$ cat config.mk
export PLATFORM = sky130hd
export DESIGN_NAME = cb_addr_sched
export DESIGN_NICKNAME = d
export VERILOG_FILES = /design/src/rtl/cb_addr_sched.sv
export SDC_FILE = /design/constraint.sdc
export NUM_CORES = 1
export LEC_CHECK = 0
export CORE_ASPECT_RATIO = 1.5
export CORE_MARGIN = 4
export CORE_UTILIZATION = 56
export CTS_BUF_LIST = sky130_fd_sc_hd__clkbuf_8
export DETAILED_ROUTE_END_ITERATION = 12
export PLACE_DENSITY = 0.82
export SLEW_MARGIN = 20
export SYNTH_ARGS = -nofsm -noshare
export SYNTH_HDL_FRONTEND = slang
export SYNTH_SLANG_ARGS = --single-unit
export TNS_END_PERCENT = 20
$ cat constraint.sdc
create_clock -name clk -period 6 [get_ports clk]
set_input_delay 1.5 -clock clk [delete_from_list [all_inputs] [get_ports clk]]
set_output_delay 1.5 -clock clk [all_outputs]
set_load 0.1 [all_outputs]
$ cat src/rtl/cb_addr_sched.sv
// cb_addr_sched: sequencer for the CB address-shift datapath.
// Walks landmark_num groups of STATE_CNT_MAX+1 cycles each. Every cycle it
// produces the stage-enable wavefront (en), the bank-0 row address (din) and
// the shift direction (dir = group parity). After the last group it drains
// the enable wavefront for L cycles and then pulses done.
//
// Handshake: start is a single-cycle request that is only honoured in IDLE;
// a start seen in any other state (including the done cycle) is dropped.
// stall freezes every controller register while in RUN or DRAIN.
//
// The FSM state is exposed on fsm_state so checkers can observe the
// controller phase directly.
module cb_addr_sched #(
  parameter int L             = 4,
  parameter int DW            = 16,
  parameter int ROW_LEN       = 10,
  parameter int STATE_CNT_MAX = 5
) (
  input  logic               clk,
  input  logic               sys_rst,
  input  logic               start,
  input  logic               stall,
  input  logic [ROW_LEN-1:0] landmark_num,
  input  logic [DW-1:0]      base_addr,
  input  logic [DW-1:0]      row_stride,
  output logic [L-1:0]       en,
  output logic [DW-1:0]      din,
  output logic               dir,
  output logic [2:0]         state_cnt,
  output logic [ROW_LEN-1:0] group_cnt,
  output logic               busy,
  output logic               done,
  output logic [1:0]         fsm_state
);

  localparam int DCW = (L > 1) ? $clog2(L) : 1;

  typedef enum logic [1:0] {
    S_IDLE  = 2'd0,
    S_RUN   = 2'd1,
    S_DRAIN = 2'd2,
    S_DONE  = 2'd3
  } state_t;

  state_t             state;
  logic [ROW_LEN-1:0] lm_num;
  logic [DW-1:0]      stride;
  logic [DW-1:0]      row_base;
  logic [DCW-1:0]     drain_cnt;

  assign fsm_state = state;

  // Controller: state, counters, latched parameters and all registered outputs.
  always_ff @(posedge clk or posedge sys_rst) begin
    if (sys_rst) begin
      state     <= S_IDLE;
      lm_num    <= '0;
      stride    <= '0;
      row_base  <= '0;
      drain_cnt <= '0;
      en        <= '0;
      din       <= '0;
      dir       <= 1'b0;
      state_cnt <= '0;
      group_cnt <= '0;
      busy      <= 1'b0;
      done      <= 1'b0;
    end else begin
      case (state)
        S_IDLE: begin
          done <= 1'b0;
          if (start) begin
            lm_num <= landmark_num;
            stride <= row_stride;
            if (landmark_num != '0) begin
              row_base  <= base_addr;
              din       <= base_addr;
              state_cnt <= '0;
              group_cnt <= '0;
              dir       <= 1'b0;
              en        <= {{(L-1){1'b0}}, 1'b1};
              drain_cnt <= '0;
              busy      <= 1'b1;
              state     <= S_RUN;
            end else begin
              // Nothing to walk: report completion immediately.
              done  <= 1'b1;
              state <= S_DONE;
            end
          end
        end

        S_RUN: begin
          if (!stall) begin
            en <= {en[L-2:0], 1'b1};
            if (state_cnt < 3'(STATE_CNT_MAX)) begin
              state_cnt <= state_cnt + 3'd1;
              din       <= row_base + DW'(state_cnt + 3'd1);
            end else if (group_cnt == lm_num - ROW_LEN'(1)) begin
              // Last group finished: stop feeding ones and flush the wavefront.
              state_cnt <= '0;
              din       <= '0;
              en        <= {en[L-2:0], 1'b0};
              drain_cnt <= '0;
              state     <= S_DRAIN;
            end else begin
              state_cnt <= '0;
              row_base  <= row_base + stride;
              din       <= row_base + stride;
              group_cnt <= group_cnt + ROW_LEN'(1);
              dir       <= ~group_cnt[0];
            end
          end
        end

        S_DRAIN: begin
          if (!stall) begin
            en <= {en[L-2:0], 1'b0};
            if (drain_cnt == DCW'(L - 1)) begin
              busy  <= 1'b0;
              done  <= 1'b1;
              state <= S_DONE;
            end else begin
              drain_cnt <= drain_cnt + DCW'(1);
            end
          end
        end

        S_DONE: begin
          done  <= 1'b0;
          state <= S_IDLE;
        end

        default: state <= S_IDLE;
      endcase
    end
  end

endmodule

Word-level counts from Yosys, hierarchy flattened
Index checks and enable logic that the tools add are counted.
Storage, ports and cells
  logic and storage cells: 109
  output and inout bits: 38
  bits in registers: 82
  input bits: 46
Cells by class
  magnitude comparators: 1
  bitwise operators: 1
  eq/ne operators: 14
  reductions and logical operators: 14
  $add $sub $neg: 7
  mux-type cells: 60
Operators by type and width (number)
  two-way mux 16 bit: 8
  case mux 16 bit (2 select lines): 2
  two-way mux 10 bit: 5
  two-way mux 2 bit: 14
  case mux 10 bit (2 select lines): 1
  != test 2 bit (second input constant): 9
  adder 16 bit: 1
  adder 16 x 4 -> 16 bit: 1
  two-way mux 4 bit: 4
  two-way mux 1 bit: 15
  two-way mux 3 bit: 4
  case mux 4 bit (3 select lines): 1
  AND reduction 6 bit: 2
  adder 10 x 1 -> 10 bit (second input constant): 1
  equality test 10 bit: 1
  AND reduction 5 bit: 2
  nonzero test 10 bit: 1
  subtractor 10 x 1 -> 10 bit (second input constant): 1
  case mux 2 bit (4 select lines): 1
  AND reduction 8 bit: 1
  equality test 2 bit (second input constant): 3
  case mux 2 bit (3 select lines): 1
  case mux 3 bit (2 select lines): 1
  nonzero test 3 bit: 2
  13 further kinds: 15

Longest topological paths before layout
Gate-level depths: netlist (run 1).
  word-level depth: 6
  gate-level depth with buffers: 11
  depth with buffers taken out: 11

Worst setup path after synthesis (run 1)
Ideal clock, no wire load.
  path type: input to register
  from: input landmark_num[2]
  to: register row_base[13]
  buffers on the path: 3
  stages: 7
  setup slack: 2.339 ns
  data required time: 5.858 ns
  arrival time: 3.519 ns
  setup time: 0.142 ns
  cell sequence: or4_1 > nor4_1 > a21o_1 > buf_2 > buf_2 > buf_1 > o221ai_1
Between the ends
  longest elaborated chain between the ends: 3
RTL lines
  start, declared: RTL line 23  | input logic [ROW_LEN-1:0] landmark_num,
  nonzero test 10 bit: RTL line 75  | if (landmark_num != '0) begin
  != test 2 bit (no source line)
  AND reduction 6 bit (no source line)
  end signal, assigned: RTL line 76  | row_base <= base_addr;
  end signal, assigned: RTL line 108  | row_base <= row_base + stride;
  end, declared: RTL line 48  | logic [DW-1:0] row_base;
No other way between the ends.
A chain may end at the register's enable or synchronous reset.

Final worst setup path (run 1)
  from: input landmark_num[2]
  to: register row_base[15]
The elaborated chain is that of the path after synthesis.

==> results of run 1 <==
-- through the flow --
stage	setup slack, ns	instance area (sq um)	utilization	hold WS [ns]	std cells
floorplan	2.339	5344	-	0.4862	561
global placement	1.666	6252	0.6717	0.4693	737
detailed placement	1.535	6252	0.6717	0.4887	737
CTS	1.863	6462	0.6943	0.5065	753
global route	1.942	6474	0.6955	0.5250	753
finish	2.113	6474	0.6955	0.5007	753
-- worst min-delay path by stage --
stage	to	startpoint	depth (start not counted)	slack [ns]
final	din[4]	din[4]	1	0.50
after detailed placement	din[0]	din[0]	1	0.49
after floorplan	stride[0]	stride[0]	1	0.49
after global routing	din[4]	din[4]	1	0.52
after global placement	en[3]	en[3]	2	0.47
after CTS	din[8]	din[8]	1	0.51
-- layout make-up --
| type | instances | area (sq um) |
|---|---|---|
| inverter | 22 | 83.83 |
| timing repair buffer | 87 | 860.8 |
| clock inverter | 7 | 86.33 |
| clock buffer | 9 | 123.9 |
| fill | 721 | 2834 |
| tap | 112 | 140.1 |
| sequential | 81 | 2027 |
| multi-input combinational | 435 | 3152 |
-- layout by cell type (no fill, tap or decap), types with 11 or more instances in the layout --
| cell | netlist | layout |
|---|---|---|
| a21oi_1 | 25 | 24 |
| clkdlybuf4s50_1 | 0 | 83 |
| mux2_2 | 29 | 29 |
| nand3_1 | 15 | 15 |
| dfrtp_1 | 81 | 81 |
| nand2_1 | 44 | 43 |
| xor2_1 | 12 | 12 |
| a31oi_1 | 11 | 11 |
| xnor2_1 | 22 | 22 |
| nor2_1 | 40 | 39 |
| inv_1 | 22 | 22 |
| nor3_1 | 12 | 12 |
| ha_1 | 27 | 27 |
| o21ai_0 | 39 | 39 |
-- routing by layer --
layer | vias up | track usage
met3 | 49 | 0.05032
li1 | 2241 | -
met5 | - | 0
met1 | 2424 | 0.3293
met2 | 231 | 0.4862
met4 | 0 | 0.1039
-- cells by family after synthesis --
family | share of synthesized area
adder cells (fa/ha/maj) | 0.07071
multiplexers | 0.07422
XOR/XNOR | 0.05994
buffers and inverters | 0.03372
AO/OA/AOI/OAI | 0.2210
flip-flops | 0.3793
AND/OR/NAND/NOR | 0.1611
-- sequential cells by signal (all words and copies together) (netlist names), 3 cells and up --
name       count
row_base      16
state_cnt      3
din           16
stride        16
group_cnt      9
en             4
lm_num        10
==> summary.md, run 1 <==
| Metric | Value |
|---|---|
| Status | completed |
| Crit share post-route | 0.6478 |
| Largest net degree at the start of global routing | 46 |
| Crit path largest cell delay | 0.60 ns |
| Synth unique cells | 74 |
| Chip Width | 87.76 microns |
| GRT overflow | 0 |
| Buffers on Ports | 83 |
| Layout cells sized above 1 | 0.1108 |
| RSZ-0062 raised after global routing | false |
| Max Root-Sink Buffers | 2 |
| WL met3 | 945 microns |
| Critical path peak fanout | 37 |
| First-pass GRT wire length | 24,270 microns |
| WP data arrival | 4.09 ns |
| # rows | 43 |
| Synth warn | 0 |
| Reg clk slew, reported paths | 0.08 ns |
| Residual DRC count | 0 |
| FF-to-FF Start | lm_num[0] |
| Fin crit period | 3.887 ns |
| Net count after synthesis | 636 |
| Top-count cell post-synth | dfrtp_1 |
| Uppermost layer routed | met4 |
| Metal-1 WL | 5673 microns |
| Hpwl dp | 10,740 microns |
| Worst EP required | 6.20 ns |
| DR vias/cell | 6.567 |
| Detail Route Antenna Nets | 0 |
| CP Launch Point | landmark_num[2] |
| Reg2reg path depth | 9 |
| Async SR Flop Fraction | 1.000 |
| Clk_lat worst skew | 0.36 ns |
| Crit path kind | in2reg |
| Crit. path cell count | 8 |
| Starting DRT DRC Count | 399 |
| EDFF count, synth | 0 |
| Max Clock Skew | 0.009391 ns |
| Core ar. | 9308 sq um |
| Max_cap viols | 0 |
| Num CTS Buffers | 9 |
| Setup TNS | 0 ns |
| First-pass iteration count of the detailed router | 6 |
| Via count | 4,945 |
| CP top delay family | simple AND/OR/NAND/NOR gates |
| Top cells by area, synth | dfrtp_1 38%, ha_1 6.3%, mux2_2 6.1%, o21ai_0 3.7%, xnor2_1 3.6% |
| Synth Instances | 561 |
| Hold Crit Class | reg2reg |
| Worst-Margin Slew | 0.9993 ns |
| Met2 WL | 7788 microns |
| Starting Density | 0.5741 |
| CP max stage cell | nor4_2 |
| Synth Cell Area | 5344 sq um |
| Worst Setup EP | row_base[15] |
| Initial antenna violation count | 0 |
| Routed length per instance | 19.82 microns |
| Htree depth | 3 |
| CTS tree | yes |
| Top Ports | 84 |
| Nets@finish | 711 |
| Max Freq | 257.3 MHz |
| Top FF cell, synth | dfrtp_1 |
| # Post-CTS Setup Buffers | 0 |
| CP Launch Type | input pin |
| Sequential area share after synthesis | 0.3793 |
| Vias in the first global route | 4,857 |
| Slew HR | 0.3317 |
| Post-synth top area cell | dfrtp_1 |
| Mean Syn Cell Area | 9.526 sq um |
| # setup viols final | 0 |
| Syn-to-layout area delta | 21.14% |
| Cells along the critical path | clkdlybuf4s50_1 -> or4_1 -> nor4_2 -> a21oi_2 -> buf_4 -> a21oi_1 -> nor4b_1 -> a211oi_1 |
| GRT Total Usage | 0.2763 |
| Final WL | 14,920 microns |
| Worst r2r dst | din[9] |
| Buf/Inv on CP | 2 |
| Hold-fix buffer count after cts | 0 |
| N_diodes | 0 |
| Chip height | 127.6 microns |
| CTS sink count | 81 |
| Die Footprint | 11,200 sq um |
| Slew Limit Fails | 0 |
| CTS root buf | clkbuf_8 |
| Critical path endpoint category | register |
| Setup slack, reg-to-reg | 2.47 ns |
| Synth top area share | 0.3793 |
| Final Hold Fails | 0 |
| Post-cts sizing count | 0 |
| Routability Congestion | 1.007 |
| FF+latch count, synth | 81 |
| Commonest cells post-synth | 81 x dfrtp_1, 44 x nand2_1, 40 x nor2_1 |
Power of run 1 is not shown: default switching activity piles up to over one toggle a cycle in this logic, so the estimate is an artifact.
==> run 2: changes to the inputs <==
Clock period 6 ns to 3.6 ns, I/O delays scaled along.
==> summary.md, run 2 (synthesized netlist as in run 1, its figures left out) <==
| Metric | Value |
|---|---|
| GRT overflow | 0 |
| Starting DRT DRC Count | 399 |
| GR Util met3 | 0.04516 |
| Most crowded layer after global routing | met2 |
| Chip height | 127.6 microns |
| Chip Width | 87.76 microns |
| Layout cells sized above 1 | 0.1728 |
| Detail Route Antenna Nets | 0 |
| Starting Density | 0.5741 |
| Commonest non-fill, non-tap cell in the layout | dfrtp_1 |
| Crit path kind | reg2reg |
| Hold Crit Class | reg2reg |
| Fin crit period | 3.238 ns |
| Largest regs | din x16, row_base x16, stride x16 |
| Vias in the first global route | 5,076 |
| Flip-flop and latch area | 2027 sq um |
| Hpwl dp | 11,230 microns |
| Via count | 4,876 |
| Hold-fix buffer count after cts | 0 |
| Crit share post-route | 0.8995 |
| Slew HR | 0.5176 |
| Initial antenna violation count | 0 |
| Grt met1 use | 0.3265 |
| Max Root-Sink Buffers | 2 |
| Setup TNS | 0 ns |
| Core ar. | 9308 sq um |
| N_diodes | 0 |
| Multi-input gate area | 3141 sq um |
| Most frequent cells in the layout | 81 x dfrtp_1, 47 x buf_4, 45 x clkdlybuf4s50_1 |
| RSZ-0062 raised after global routing | false |
| Routed length per instance | 19.56 microns |
| # rows | 43 |
| First-pass iteration count of the detailed router | 5 |
| First-pass GRT wire length | 24,340 microns |
| Critical path endpoint category | register |
| CTS root buf | clkbuf_8 |
| Nets@finish | 718 |
| Routability Congestion | 0.9778 |
| WP data arrival | 3.48 ns |
| Htree depth | 3 |
| Residual DRC count | 0 |
| Final Hold Fails | 0 |
| # setup viols final | 0 |
| Critical path peak fanout | 14 |
| Post-cts sizing count | 0 |
| Fillers | 771 |
| GRT Total Usage | 0.2759 |
| Slew Limit Fails | 0 |
| CP Launch Type | register |
| Largest net degree at the start of global routing | 40 |
| Num CTS Buffers | 9 |
| Status | completed |
| Max_cap viols | 0 |
| Max Clock Skew | 0.007749 ns |
| Worst EP required | 3.84 ns |
| Area after DPL | 6235 sq um |
| DR vias/cell | 6.416 |
| Buffers on Ports | 83 |
| Worst-Margin Slew | 0.7227 ns |
| Clk_lat worst skew | 0.36 ns |
| CTS sink count | 81 |
| GR Util met2 | 0.4827 |
| CTS tree | yes |
| Final WL | 14,870 microns |
| Syn-to-layout area delta | 20.18% |
| Top Ports | 84 |
| Die Footprint | 11,200 sq um |
| # Post-CTS Setup Buffers | 0 |
| Max Freq | 308.8 MHz |
| Post-route cell area | 6422 sq um |
| Reg clk slew, reported paths | 0.08 ns |
[run 2: critical path, cell delays in order (launching register included)]
cell and delay, ns:
dfrtp_1 0.45, inv_1 0.10, ha_1 0.15, or3b_1 0.37
or4_4 0.54, a2111oi_4 0.40, o2111ai_2 0.32, nand2_2 0.36
nor2_1 0.09, o32a_1 0.33
[run 2: final timing paths]
kind / start / endpoint / slack (ns) / cells past startpoint
max: lm_num[0] / din[9] / 0.36 / 9
min: din[4] / din[4] / 0.49 / 1
max reg2reg: lm_num[0] / din[9] / 0.36 / 9
min reg2reg: din[4] / din[4] / 0.49 / 1
max in group asynchronous: sys_rst / din[15] / 1.91 / 3
min in group asynchronous: sys_rst / stride[0] / 0.96 / 2
[run 2: metrics by stage]
stage                     setup WS, ns  cells    util  hold WS (ns)
after global routing            0.2335    760  0.6900        0.5255
after detailed placement        0.2060    744  0.6698        0.4830
after global placement          0.2481    744  0.6698        0.4670
after CTS                       0.3761    760  0.6900        0.5029
after floorplan                 0.3391    561       -        0.4862
final                           0.3619    760  0.6900        0.4939
[run 2: final cells by class]
type	count	area share
inverters	22	0.01305
clock buffers	9	0.01929
clock inverters	7	0.009936
multi-input cells	435	0.4890
repair buffers	94	0.1313
flip-flops and latches	81	0.3156
well taps	112	0.02182
[run 2: per-layer routing]
metal | vias to the layer above | share of wire
li1 | 2258 | -
met1 | 2372 | 0.38
met2 | 202 | 0.53
met3 | 44 | 0.059
met4 | 0 | 0.036
met5 | - | 0
Power of run 2 is left out for the same reason.
==> run 3: changes to the inputs <==
Settings changed: CTS_CLUSTER_DIAMETER from default to 150.
Clock period 3.6 ns to 3.7 ns, I/O delays scaled along.
==> summary.md, run 3 (synthesized netlist as in run 1, its figures left out) <==
| Metric | Value |
|---|---|
| Status | completed |
| Hold-fix buffer count after cts | 0 |
| Setup TNS | 0 ns |
| # setup viols final | 0 |
| Hpwl dp | 11,280 microns |
| CTS sink count | 81 |
| DR vias/cell | 6.388 |
| Worst EP required | 3.96 ns |
| Largest regs | din x16, row_base x16, stride x16 |
| Reg clk slew, reported paths | 0.09 ns |
| Num CTS Buffers | 9 |
| CP Launch Type | register |
| Fin crit period | 3.388 ns |
| Syn-to-layout area delta | 20.86% |
| Chip height | 127.6 microns |
| Starting DRT DRC Count | 307 |
| Post-Place Cells | 741 |
| Via count | 4,836 |
| Vias in the first global route | 5,012 |
| GRT Total Usage | 0.2800 |
| GRT overflow | 0 |
| Top Ports | 84 |
| Worst slack at placement | 0.3436 ns |
| First-pass GRT wire length | 24,450 microns |
| Htree depth | 3 |
| Critical path endpoint category | register |
| Post-route cell area | 6459 sq um |
| Core ar. | 9308 sq um |
| Hold Crit Class | reg2reg |
| WP data arrival | 3.64 ns |
| Crit share post-route | 0.9156 |
| Slew Limit Fails | 0 |
| Max Root-Sink Buffers | 2 |
| Critical path peak fanout | 14 |
| Buffers on Ports | 83 |
| Residual DRC count | 0 |
| # Post-CTS Setup Buffers | 0 |
| Max Clock Skew | 0.007432 ns |
| Detail Route Antenna Nets | 0 |
| Starting Density | 0.5741 |
| Initial antenna violation count | 0 |
| # rows | 43 |
| Max Freq | 295.2 MHz |
| Slew HR | 0.3385 |
| Routability Congestion | 1.003 |
| Max_cap viols | 0 |
| Layout cells sized above 1 | 0.1597 |
| Final WL | 14,980 microns |
| CTS root buf | clkbuf_8 |
| Fillers | 735 |
| Chip Width | 87.76 microns |
| Worst Slack Setup Final | 0.3122 ns |
| Most frequent cells in the layout | 81 x dfrtp_1, 52 x clkdlybuf4s50_1, 44 x nand2_1 |
| Die Footprint | 11,200 sq um |
| Reg2reg path depth | 9 |
| Crit path kind | reg2reg |
| Commonest non-fill, non-tap cell in the layout | dfrtp_1 |
| Final Hold Fails | 0 |
| RSZ-0062 raised after global routing | false |
| Nets@finish | 715 |
| Area after DPL | 6230 sq um |
| Routed length per instance | 19.79 microns |
| Final Non-Filler Cells | 757 |
| N_diodes | 0 |
| Hold Crit Depth | 1 |
| CTS tree | yes |
| Worst-Margin Slew | 0.9892 ns |
| First-pass iteration count of the detailed router | 5 |
| Clk_lat worst skew | 0.37 ns |
| Largest net degree at the start of global routing | 44 |
| Post-cts sizing count | 0 |
[run 3: worst paths after layout]
path                            startpoint           end  slack, ns
worst max-delay path             lm_num[0]        din[9]       0.31
worst min-delay path                din[0]        din[0]       0.50
worst max register to register   lm_num[0]        din[9]       0.31
worst min register to register      din[0]        din[0]       0.50
max in group asynchronous          sys_rst   row_base[6]       2.10
min in group asynchronous          sys_rst  group_cnt[6]       0.95
[run 3: cell type report]
| class | count | area, sq um | area share |
|---|---|---|---|
| timing repair buffer | 91 | 838.3 | 0.1298 |
| clock buffer | 11 | 151.4 | 0.02344 |
| multi-input combinational | 435 | 3141 | 0.4862 |
| sequential | 81 | 2027 | 0.3138 |
| inverter | 22 | 83.83 | 0.01298 |
| clock inverter | 5 | 77.57 | 0.01201 |
| tap | 112 | 140.1 | 0.02170 |
[run 3: worst max-delay path: stages (launching register included)]
cell and delay [ns]:
dfrtp_1 0.44, inv_1 0.08, ha_1 0.28, or3b_1 0.41
or4_4 0.54, a2111oi_4 0.39, o2111ai_2 0.33, nand2_2 0.36
nor2_1 0.10, o32a_1 0.33
[run 3: metrics by stage]
step | hold slack, ns | utilization
floorplan | 0.4862 | -
global placement | 0.4651 | 0.6693
global route | 0.5280 | 0.6939
finish | 0.4970 | 0.6939
detailed placement | 0.4843 | 0.6693
CTS | 0.5033 | 0.6939
[run 3: layer usage]
layer	wire (microns)	global-route usage	vias up
met1	5641	0.3232	2357
met5	0	0	-
li1	-	-	2256
met2	7987	0.4925	188
met3	831	0.04387	35
met4	517	0.1373	0
Power of run 3 is left out for the same reason.
